## src/rtl/mem_bist_1r1w_if.sv

```systemverilog
// Memory-side bus of the 1R1W BIST: one read port, one byte-enabled write port.
// master = BIST initiator, slave = memory instance.
interface mem_bist_1r1w_if #(
  parameter int ADDR_WIDTH = 8,
  parameter int WORD_BYTES = 8
);
  logic                      mem_re;
  logic [ADDR_WIDTH-1:0]     mem_rd_addr;
  logic [8*WORD_BYTES-1:0]   mem_rd_data;
  logic                      mem_we;
  logic [ADDR_WIDTH-1:0]     mem_wr_addr;
  logic [8*WORD_BYTES-1:0]   mem_wr_data;
  logic [WORD_BYTES-1:0]     mem_be;

  modport master (
    output mem_re, mem_rd_addr, mem_we, mem_wr_addr, mem_wr_data, mem_be,
    input  mem_rd_data
  );

  modport slave (
    input  mem_re, mem_rd_addr, mem_we, mem_wr_addr, mem_wr_data, mem_be,
    output mem_rd_data
  );
endinterface

```

## src/rtl/mem_bist_1r1w.sv

```systemverilog
// March BIST for a 1R1W memory: M0 up w0, M1 up r0/w1, M2 down r1/w0, M3 up r0.
// Reports pass/fail plus the address and element of the first mismatch.
module mem_bist_1r1w #(
  parameter int ADDR_WIDTH = 8,
  parameter int MEM_DEPTH  = 256,
  parameter int WORD_BYTES = 8
) (
  input  logic                  clk,
  input  logic                  rst_n,
  input  logic                  start,
  output logic                  busy,
  output logic                  done,
  output logic                  pass,
  output logic [ADDR_WIDTH-1:0] fail_addr,
  output logic [1:0]            fail_elem,
  mem_bist_1r1w_if.master       mem
);

  localparam int DATA_WIDTH = 8 * WORD_BYTES;
  localparam logic [ADDR_WIDTH-1:0] LAST_ADDR = ADDR_WIDTH'(MEM_DEPTH - 1);

  typedef enum logic [3:0] {
    IDLE, M0_W, M1_RD, M1_CW, M2_RD, M2_CW, M3_RD, M3_C, DONE
  } state_t;

  state_t                state_reg;
  logic [ADDR_WIDTH-1:0] addr_reg;
  logic [DATA_WIDTH-1:0] expected;
  logic                  rd_match;
  logic                  wr_en;

  // Expected read pattern per compare state; only M2 expects all ones.
  always_comb begin
    expected = (state_reg == M2_CW) ? {DATA_WIDTH{1'b1}} : {DATA_WIDTH{1'b0}};
    rd_match = (mem.mem_rd_data == expected);
    // The read-then-write elements write in the compare cycle itself, and only
    // when the compare matched, so this enable cannot come from a register.
    wr_en    = (state_reg == M0_W) ||
               (((state_reg == M1_CW) || (state_reg == M2_CW)) && rd_match);
  end

  // Memory port decode from the state/address registers; async reset of those
  // registers forces every memory output to zero immediately.
  assign mem.mem_re      = (state_reg == M1_RD) || (state_reg == M2_RD) || (state_reg == M3_RD);
  assign mem.mem_rd_addr = addr_reg;
  assign mem.mem_we      = wr_en;
  assign mem.mem_wr_addr = addr_reg;
  assign mem.mem_wr_data = (state_reg == M1_CW) ? {DATA_WIDTH{1'b1}} : {DATA_WIDTH{1'b0}};
  assign mem.mem_be      = wr_en ? {WORD_BYTES{1'b1}} : {WORD_BYTES{1'b0}};

  // March sequencer with registered status outputs; a mismatch aborts to DONE.
  always_ff @(posedge clk or negedge rst_n) begin
    if (!rst_n) begin
      state_reg <= IDLE;
      addr_reg  <= '0;
      busy      <= 1'b0;
      done      <= 1'b0;
      pass      <= 1'b0;
      fail_addr <= '0;
      fail_elem <= 2'd0;
    end else begin
      case (state_reg)
        IDLE, DONE: begin
          if (start) begin
            state_reg <= M0_W;
            addr_reg  <= '0;
            busy      <= 1'b1;
            done      <= 1'b0;
            pass      <= 1'b0;
            fail_addr <= '0;
            fail_elem <= 2'd0;
          end
        end
        M0_W: begin
          if (addr_reg == LAST_ADDR) begin
            state_reg <= M1_RD;
            addr_reg  <= '0;
          end else begin
            addr_reg  <= addr_reg + 1'b1;
          end
        end
        M1_RD: state_reg <= M1_CW;
        M1_CW: begin
          if (!rd_match) begin
            state_reg <= DONE;
            busy      <= 1'b0;
            done      <= 1'b1;
            fail_addr <= addr_reg;
            fail_elem <= 2'd1;
          end else if (addr_reg == LAST_ADDR) begin
            state_reg <= M2_RD;
          end else begin
            state_reg <= M1_RD;
            addr_reg  <= addr_reg + 1'b1;
          end
        end
        M2_RD: state_reg <= M2_CW;
        M2_CW: begin
          if (!rd_match) begin
            state_reg <= DONE;
            busy      <= 1'b0;
            done      <= 1'b1;
            fail_addr <= addr_reg;
            fail_elem <= 2'd2;
          end else if (addr_reg == '0) begin
            state_reg <= M3_RD;
          end else begin
            state_reg <= M2_RD;
            addr_reg  <= addr_reg - 1'b1;
          end
        end
        M3_RD: state_reg <= M3_C;
        M3_C: begin
          if (!rd_match) begin
            state_reg <= DONE;
            busy      <= 1'b0;
            done      <= 1'b1;
            fail_addr <= addr_reg;
            fail_elem <= 2'd3;
          end else if (addr_reg == LAST_ADDR) begin
            state_reg <= DONE;
            busy      <= 1'b0;
            done      <= 1'b1;
            pass      <= 1'b1;
          end else begin
            state_reg <= M3_RD;
            addr_reg  <= addr_reg + 1'b1;
          end
        end
        default: state_reg <= IDLE;
      endcase
    end
  end

endmodule
```

## src/flat_wrapper.sv

```systemverilog
// flat-port wrapper written by rule: the top's interface ports become plain ports
module mem_bist_1r1w_flat 
#(
  parameter int ADDR_WIDTH = 8,
  parameter int MEM_DEPTH  = 256,
  parameter int WORD_BYTES = 8
)
  (clk, rst_n, start, busy, done, pass, fail_addr, fail_elem, mem_mem_re, mem_mem_rd_addr, mem_mem_we, mem_mem_wr_addr, mem_mem_wr_data, mem_mem_be, mem_mem_rd_data);
  mem_bist_1r1w_if #(.ADDR_WIDTH(ADDR_WIDTH), .WORD_BYTES(WORD_BYTES)) mem_i ();
  input  logic clk;
  input  logic rst_n;
  input  logic start;
  output logic busy;
  output logic done;
  output logic pass;
  output logic [ADDR_WIDTH-1:0] fail_addr;
  output logic [1:0] fail_elem;
  output wire logic [$bits(mem_i.mem_re)-1:0] mem_mem_re;
  output wire logic [$bits(mem_i.mem_rd_addr)-1:0] mem_mem_rd_addr;
  output wire logic [$bits(mem_i.mem_we)-1:0] mem_mem_we;
  output wire logic [$bits(mem_i.mem_wr_addr)-1:0] mem_mem_wr_addr;
  output wire logic [$bits(mem_i.mem_wr_data)-1:0] mem_mem_wr_data;
  output wire logic [$bits(mem_i.mem_be)-1:0] mem_mem_be;
  input wire logic [$bits(mem_i.mem_rd_data)-1:0] mem_mem_rd_data;
  assign mem_mem_re = mem_i.mem_re;
  assign mem_mem_rd_addr = mem_i.mem_rd_addr;
  assign mem_mem_we = mem_i.mem_we;
  assign mem_mem_wr_addr = mem_i.mem_wr_addr;
  assign mem_mem_wr_data = mem_i.mem_wr_data;
  assign mem_mem_be = mem_i.mem_be;
  assign mem_i.mem_rd_data = mem_mem_rd_data;
  mem_bist_1r1w #(.ADDR_WIDTH(ADDR_WIDTH), .MEM_DEPTH(MEM_DEPTH), .WORD_BYTES(WORD_BYTES)) u_core (.clk(clk), .rst_n(rst_n), .start(start), .busy(busy), .done(done), .pass(pass), .fail_addr(fail_addr), .fail_elem(fail_elem), .mem(mem_i));
endmodule
```

## config.mk

```make
export PLATFORM = sky130hd
export DESIGN_NAME = mem_bist_1r1w_flat
export DESIGN_NICKNAME = d
export VERILOG_FILES = /design/src/rtl/mem_bist_1r1w_if.sv /design/src/rtl/mem_bist_1r1w.sv /design/src/flat_wrapper.sv
export SDC_FILE = /design/constraint.sdc
export NUM_CORES = 1
export LEC_CHECK = 0
export CORE_UTILIZATION = 36
export DETAILED_ROUTE_END_ITERATION = 12
export PLACE_DENSITY = 0.87
export SLEW_MARGIN = 40
export SYNTH_ARGS = -nofsm -noshare
export SYNTH_HDL_FRONTEND = slang
export SYNTH_SLANG_ARGS = --single-unit
```

## constraint.sdc

```tcl
create_clock -name clk -period 4.35 [get_ports clk]
set_input_delay 0.6525 -clock clk [delete_from_list [all_inputs] [get_ports clk]]
set_output_delay 0.6525 -clock clk [all_outputs]
set_load 0.01 [all_outputs]
```

==> results.rst, run 1 <==
.. list-table::
   :header-rows: 1

   * - Metric
     - Value
   * - Run status
     - finished with violations
   * - Violations in the final reports
     - DRC
   * - Total GRT Usage
     - 0.1872
   * - Final net count
     - 465
   * - Depth of the CTS H-tree
     - 1
   * - Sequential element share of the synthesized area
     - 0.2529
   * - Number of placement rows
     - 29
   * - Crit Reg-Reg Startpoint
     - u_core.state_reg[0]
   * - Gates resized, CTS repair
     - 0
   * - Data required, critical path
     - 3.70 ns
   * - Maximum frequency from static timing analysis
     - around 270 MHz
   * - Worst endpoint data arrival time
     - 3.01 ns
   * - Ratio of cells with drive above 1 in the final layout
     - 0.05063
   * - Count of endpoints failing setup in the final report
     - 0
   * - Share of the synthesized area in the top cell type
     - 0.2529
   * - Number of global-route vias before repair
     - between 2000 and 2500
   * - Kind of end point of the critical path
     - output pin
   * - Worst-margin pin slew
     - about 0.77 ns
   * - First-pass GRT wire length
     - 11.10 mm
   * - Drt total wl
     - 7.120 mm
   * - Routed WL per cell
     - roughly 15 µm
   * - Number of standard cells in the layout, taps in and fillers out
     - 472
   * - Post-synth net total
     - 382
   * - Max-capacitance violation count
     - 0
   * - CP Launch Point
     - u_core.state_reg[0]
   * - Unrepaired setup endpoints after global routing
     - no
   * - Layout-stage area growth over the synthesis result
     - 48.41%
   * - Dpl cells
     - 468
   * - Maximum ir drop on the vdd rail
     - 0.3588 mV
   * - Placement-stage cell area
     - 3622 µm²
   * - DPL Wire Length
     - 5.778 mm
   * - Total power of the final layout
     - 0.001992 W
   * - Mean number of vias per cell
     - approximately 5.4
   * - Clock latency at the later pin of the worst-skew pair
     - 0.27 ns
   * - Synth async-reset ratio
     - 1.000
   * - Cell with the most instances after synthesis
     - buf_4
   * - Count of antenna-violating nets left after detailed routing
     - 0
   * - Area inside the core boundary
     - 6495 µm²
   * - Aggregate global routing overflow
     - 0
   * - Post-synthesis instance area
     - 2474 µm²
   * - Kind of critical path
     - reg2out
   * - Filler Cell Count
     - 556
   * - Leak
     - 1.353 nW
   * - Power Dens Cells
     - about 540 nW/µm²
   * - Postcts setup bufs
     - 0
   * - Worst setup skew after layout
     - between 0.008 and 0.009 ns
   * - Total Die Area
     - 7206 µm²
   * - Final Critical Period
     - 3.666 ns
   * - DRC Markers
     - 15
   * - Die X
     - 84.89 µm
   * - Hold buffer count at CTS
     - 0
   * - Detailed-router iteration count before antenna repair
     - 9
   * - Cell types with the highest counts after synthesis
     - 82 x buf_4, 25 x dfrtp_1, 21 x nand4_1
   * - Root Buffer Master
     - clkbuf_8
   * - TritonCTS Buffers
     - 3
   * - Top post-synthesis cells by area
     - dfrtp_1 25%, buf_4 25%, nand4_1 5.3%
   * - Capturing point of the worst reg2reg path
     - u_core.fail_elem[1]
   * - Max-slew violations
     - 0
   * - Clock tree from TritonCTS
     - built
   * - Hold violation count in the final report
     - 0
   * - Post-synthesis cell count
     - 313
   * - Number of enable flip-flop cells after synthesis
     - 0
   * - Detailed router's first-iteration violation count
     - roughly 170
   * - Slack of the worst reg-to-reg path
     - 1.43 ns
   * - Effective utilization at floorplan
     - 0.3809
   * - Worst hold-check path type
     - in2async
   * - Cell depth of the worst flop-to-flop path
     - 7
   * - Biggest area consumer among synthesized cells
     - dfrtp_1
   * - Clock tree sinks
     - 25
   * - Overall via count from detail_route
     - 2548
   * - Largest fanout on the critical path
     - 64
   * - Number of top-level pins
     - 170
   * - Share of the clock period used by the worst path after layout
     - 0.8427
   * - Final non-filler cell area
     - 3671 µm²
   * - Main synth FF type
     - dfrtp_1
   * - Worst Hold Margin
     - 0.3663 ns
   * - Startpoint kind of the worst setup timing path
     - flip-flop
   * - Total of warnings raised by yosys
     - 0
   * - Chip Height
     - 84.89 µm
   * - Number of input and output port buffers inserted
     - 169
   * - CTS clock-pin slew for the worst setup and hold paths
     - ~0.10 ns
   * - Number of antenna violations at the first check in global routing
     - 0
   * - Count of distinct cell types in the synthesized netlist
     - 53
   * - # diodes
     - 0
   * - Routability Congestion
     - 0.8680
   * - Pin count of the biggest net entering global routing
     - 65
   * - Number of storage elements in the synthesis netlist
     - 25
   * - Number of buffers on the longest clock path
     - 2
   * - Post-route setup TNS
     - 0 ns
   * - Worst-case headroom to the max-slew limit
     - 0.4844
   * - Avg Cell Area, Syn
     - 7.903 µm²
## where the power goes
part | switching, W | total, W | internal [W]
Sequential | 0.000118 | 0.000409 | 0.000292
Combinational | 0.000653 | 0.00144 | 0.000787
Clock | 0.0000781 | 0.000143 | 0.0000650
## placed cells by master (no fill, tap or decap), types with 4 or more instances in the layout
cell / instances
a21oi_1: 14
o21ai_1: 4
nand3_1: 13
a31oi_1: 4
nor2_1: 15
nand2_1: 10
nor4_1: 20
nor3_1: 7
nand4_1: 21
dfrtp_1: 25
o21ai_0: 10
o22ai_1: 4
inv_1: 17
and3_1: 5
and2_1: 4
clkdlybuf4s50_1: 168
## layer usage
metal,up-vias,global-route usage,share of wire
met5,-,0,0
met4,0,0.02928,0.0062
met3,6,0.03016,0.073
met2,123,0.3651,0.52
met1,1177,0.2175,0.40
li1,1242,-,-
## per-stage QoR
stage | util | setup WS (ns)
2_1_floorplan | - | 0.3498
3_3_place_gp | 0.5585 | 0.8304
3_5_place_dp | 0.5577 | 0.7540
4_1_cts | 0.5652 | 0.6688
5_1_grt | 0.5652 | 0.4538
6_report | 0.5652 | 0.6842
## worst max-delay path, stage by stage (launching register included)
cell and delay (ns):
dfrtp_1 0.51, nor2b_1 0.68, nand2_1 0.32, nor2_4 0.14, buf_4 0.43, clkdlybuf4s50_1 0.64
## how the worst max path moves through the flow
stage	cells past startpoint	slack, ns	endpoint
global route	5	0.45	mem_mem_wr_data[23]
global placement	6	0.83	mem_mem_we
finish	5	0.68	mem_mem_wr_data[60]
CTS	5	0.67	mem_mem_wr_data[60]
detailed placement	6	0.75	mem_mem_be[4]
floorplan	6	0.35	mem_mem_wr_data[10]
## cells by family (layout without fill, tap and decap cells)
logic type	count (synthesis)	count (layout)	share of synthesized area
and+or+nand+nor	110	110	0.2539
buffers and inverters	110	192	0.2914
AOI/OAI and AO/OA	65	65	0.1877
DFF	25	25	0.2529
adders and majority gates	2	2	0.01011
muxes	1	1	0.004047
## area by class of cell
| type | instances | area [µm²] | area share |
|---|---|---|---|
| clock inverters | 1 | 7.507 | 0.002045 |
| clock buffers | 3 | 41.29 | 0.01125 |
| flip-flops and latches | 25 | 625.6 | 0.1704 |
| inverters | 17 | 63.81 | 0.01738 |
| well taps | 77 | 96.34 | 0.02624 |
| multi-input cells | 178 | 1135 | 0.3091 |
| repair buffers | 171 | 1702 | 0.4635 |
No activity file was read; power rests on OpenSTA's default activity.
==> run 2, diff against run 1 <==
--- a/config.mk
+++ b/config.mk
@@ -5,9 +5,9 @@
 export SDC_FILE = /design/constraint.sdc
 export NUM_CORES = 1
 export LEC_CHECK = 0
-export CORE_UTILIZATION = 36
+export CORE_UTILIZATION = 33
 export DETAILED_ROUTE_END_ITERATION = 12
-export PLACE_DENSITY = 0.87
+export PLACE_DENSITY = 0.84
 export SLEW_MARGIN = 40
 export SYNTH_ARGS = -nofsm -noshare
 export SYNTH_HDL_FRONTEND = slang
==> constraint.sdc (replaced) <==
create_clock -name clk -period 3.22 [get_ports clk]
set_input_delay 0.483 -clock clk [delete_from_list [all_inputs] [get_ports clk]]
set_output_delay 0.483 -clock clk [all_outputs]
set_load 0.01 [all_outputs]
==> run 2 against run 1 <==
Net effect: the flow now finishes without violations; critical path depth increased by 2; clock skew increased by 0.0055 ns; die area increased by 8.9%; setup slack got worse by 0.38 ns; largest power group unchanged.
==> results.rst, run 2 (synthesis results as in run 1) <==
.. list-table::
   :header-rows: 1

   * - Metric
     - Value
   * - Run status
     - finished clean
   * - Maximum frequency from static timing analysis
     - 342.4 MHz
   * - Worst Hold Margin
     - 0.4898 ns
   * - Commonest non-fill, non-tap cell in the layout
     - clkdlybuf4s50_1
   * - TritonCTS Buffers
     - 3
   * - Number of global-route vias before repair
     - approximately 2300
   * - DRC Markers
     - 0
   * - Final Critical Period
     - approximately 2.9 ns
   * - Total GRT Usage
     - 0.1738
   * - Number of top-level pins
     - 170
   * - Number of antenna violations at the first check in global routing
     - 0
   * - Worst setup skew after layout
     - 0.01373 ns
   * - Unrepaired setup endpoints after global routing
     - no
   * - Largest fanout on the critical path
     - 3
   * - Depth of the CTS H-tree
     - 1
   * - Count of endpoints failing setup in the final report
     - 0
   * - Final core utilization
     - 0.5267
   * - Effective utilization at floorplan
     - 0.3410
   * - Aggregate global routing overflow
     - 0
   * - Max-capacitance violation count
     - 0
   * - Worst-case headroom to the max-slew limit
     - 0.5248
   * - Layout-stage area growth over the synthesis result
     - 54.43%
   * - Leading cell types in the layout, fill and taps excluded
     - 160 x clkdlybuf4s50_1, 25 x dfrtp_1, 21 x nand4_1, 20 x nor4_1, 17 x inv_1
   * - Share of the clock period used by the worst path after layout
     - 0.9070
   * - Maximum ir drop on the vdd rail
     - 0.4632 mV
   * - Number of buffers on the longest clock path
     - 2
   * - Count of antenna-violating nets left after detailed routing
     - 0
   * - Final net count
     - 475
   * - First-pass GRT wire length
     - ~11 mm
   * - Clock tree from TritonCTS
     - built
   * - Slack of the worst reg-to-reg path
     - 0.70 ns
   * - Leak
     - roughly 1.5 nW
   * - Kind of end point of the critical path
     - output pin
   * - Worst endpoint data arrival time
     - approximately 2.4 ns
   * - Dpl cells
     - 497
   * - Total Die Area
     - 7846 µm²
   * - Number of standard cells in the layout, taps in and fillers out
     - approximately 500
   * - Chip Height
     - 88.58 µm
   * - Routability Congestion
     - 0.9323
   * - Ratio of cells with drive above 1 in the final layout
     - 0.06914
   * - Worst-case setup margin in the final layout
     - roughly 0.30 ns
   * - Routed WL per cell
     - roughly 15 µm
   * - Number of placement rows
     - 31
   * - Die X
     - 88.58 µm
   * - Worst hold-check path type
     - reg2reg
   * - CTS clock-pin slew for the worst setup and hold paths
     - ~0.080 ns
   * - Total power of the final layout
     - 0.002774 W
   * - Kind of critical path
     - in2out
   * - Root Buffer Master
     - clkbuf_8
   * - Startpoint kind of the worst setup timing path
     - primary input
   * - Max-slew violations
     - 0
   * - Hold buffer count at CTS
     - 0
   * - Detailed-router iteration count before antenna repair
     - 5
   * - Clock tree sinks
     - 25
   * - Data required, critical path
     - 2.74 ns
   * - # diodes
     - 0
   * - Detailed router's first-iteration violation count
     - approximately 160
   * - Number of input and output port buffers inserted
     - 169
   * - Power Dens Cells
     - 726.2 nW/µm²
   * - Drt total wl
     - 7.368 mm
   * - Hold violation count in the final report
     - 0
   * - Mean number of vias per cell
     - 5.212
   * - Pin count of the biggest net entering global routing
     - 65
   * - Worst setup slack after placement
     - -0.002444 ns
   * - Area inside the core boundary
     - 7253 µm²
   * - DPL Wire Length
     - 5.702 mm
   * - Overall via count from detail_route
     - about 2600
   * - Worst-margin pin slew
     - between 0.7 and 0.8 ns
   * - Clock latency at the later pin of the worst-skew pair
     - 0.28 ns
[run 2: cell count changes in the layout (fill, tap and decap cells not counted), sizes merged]
cell           before  now
a31o                2    3
buf                 3   11
clkbuf              3    4
clkdlybuf4s50     168  160
clkinvlp            1    0
dlymetal6s2s        0    9
[run 2: report_power, final]
group	total [W]	switching [W]	internal, W
clock network	0.000193	0.000104	0.0000887
logic	0.00202	0.000909	0.00112
registers	0.000556	0.000162	0.000394
total	0.00277	0.00118	0.00160
[run 2: metal layers]
layer	routed length [µm]	up-vias	global-route usage
li1	-	1262	-
met1	3074	1216	0.2220
met2	3596	139	0.3147
met3	576	10	0.02519
met4	120	0	0.02786
met5	0	-	0
[run 2: stage by stage]
stage | setup TNS, ns | area [µm²]
after floorplan | 0 | 2476
after global placement | 0 | 3720
after detailed placement | -0.002725 | 3720
after CTS | 0 | 3774
after global routing | 0 | 3820
final | 0 | 3820
[run 2: timing repair]
action,in CTS,in global routing
endpoints found under the setup margin,9,9
gates cloned,0,1
resized for setup,1,9
buffers inserted,0,2
[run 2: area by class of cell]
cell class | count | area, µm²
Sequential cell | 25 | 625.6
Tap cell | 99 | 123.9
Fill cell | 702 | 3433
Clock buffer | 4 | 45.04
Timing Repair Buffer | 180 | 1809
Inverter | 17 | 63.81
Multi-Input combinational cell | 179 | 1152
[run 2: worst paths after layout]
kind / endpoint / cells past startpoint / from
setup / recovery: mem_mem_be[5] / 7 / mem_mem_rd_data[14]
hold / removal: u_core.done / 1 / u_core.done
setup reg to reg: u_core.mem.mem_rd_addr[1] / 8 / u_core.state_reg[1]
hold reg to reg: u_core.done / 1 / u_core.done
max in group asynchronous: u_core.done / 2 / rst_n
min in group asynchronous: u_core.fail_addr[6] / 2 / rst_n
[run 2: worst max-delay path, stage by stage]
cell	delay, ns
clkdlybuf4s50_1	0.49
nand4_1	0.11
or4_4	0.53
nor4_4	0.38
a31o_2	0.19
buf_4	0.11
dlymetal6s2s_1	0.14
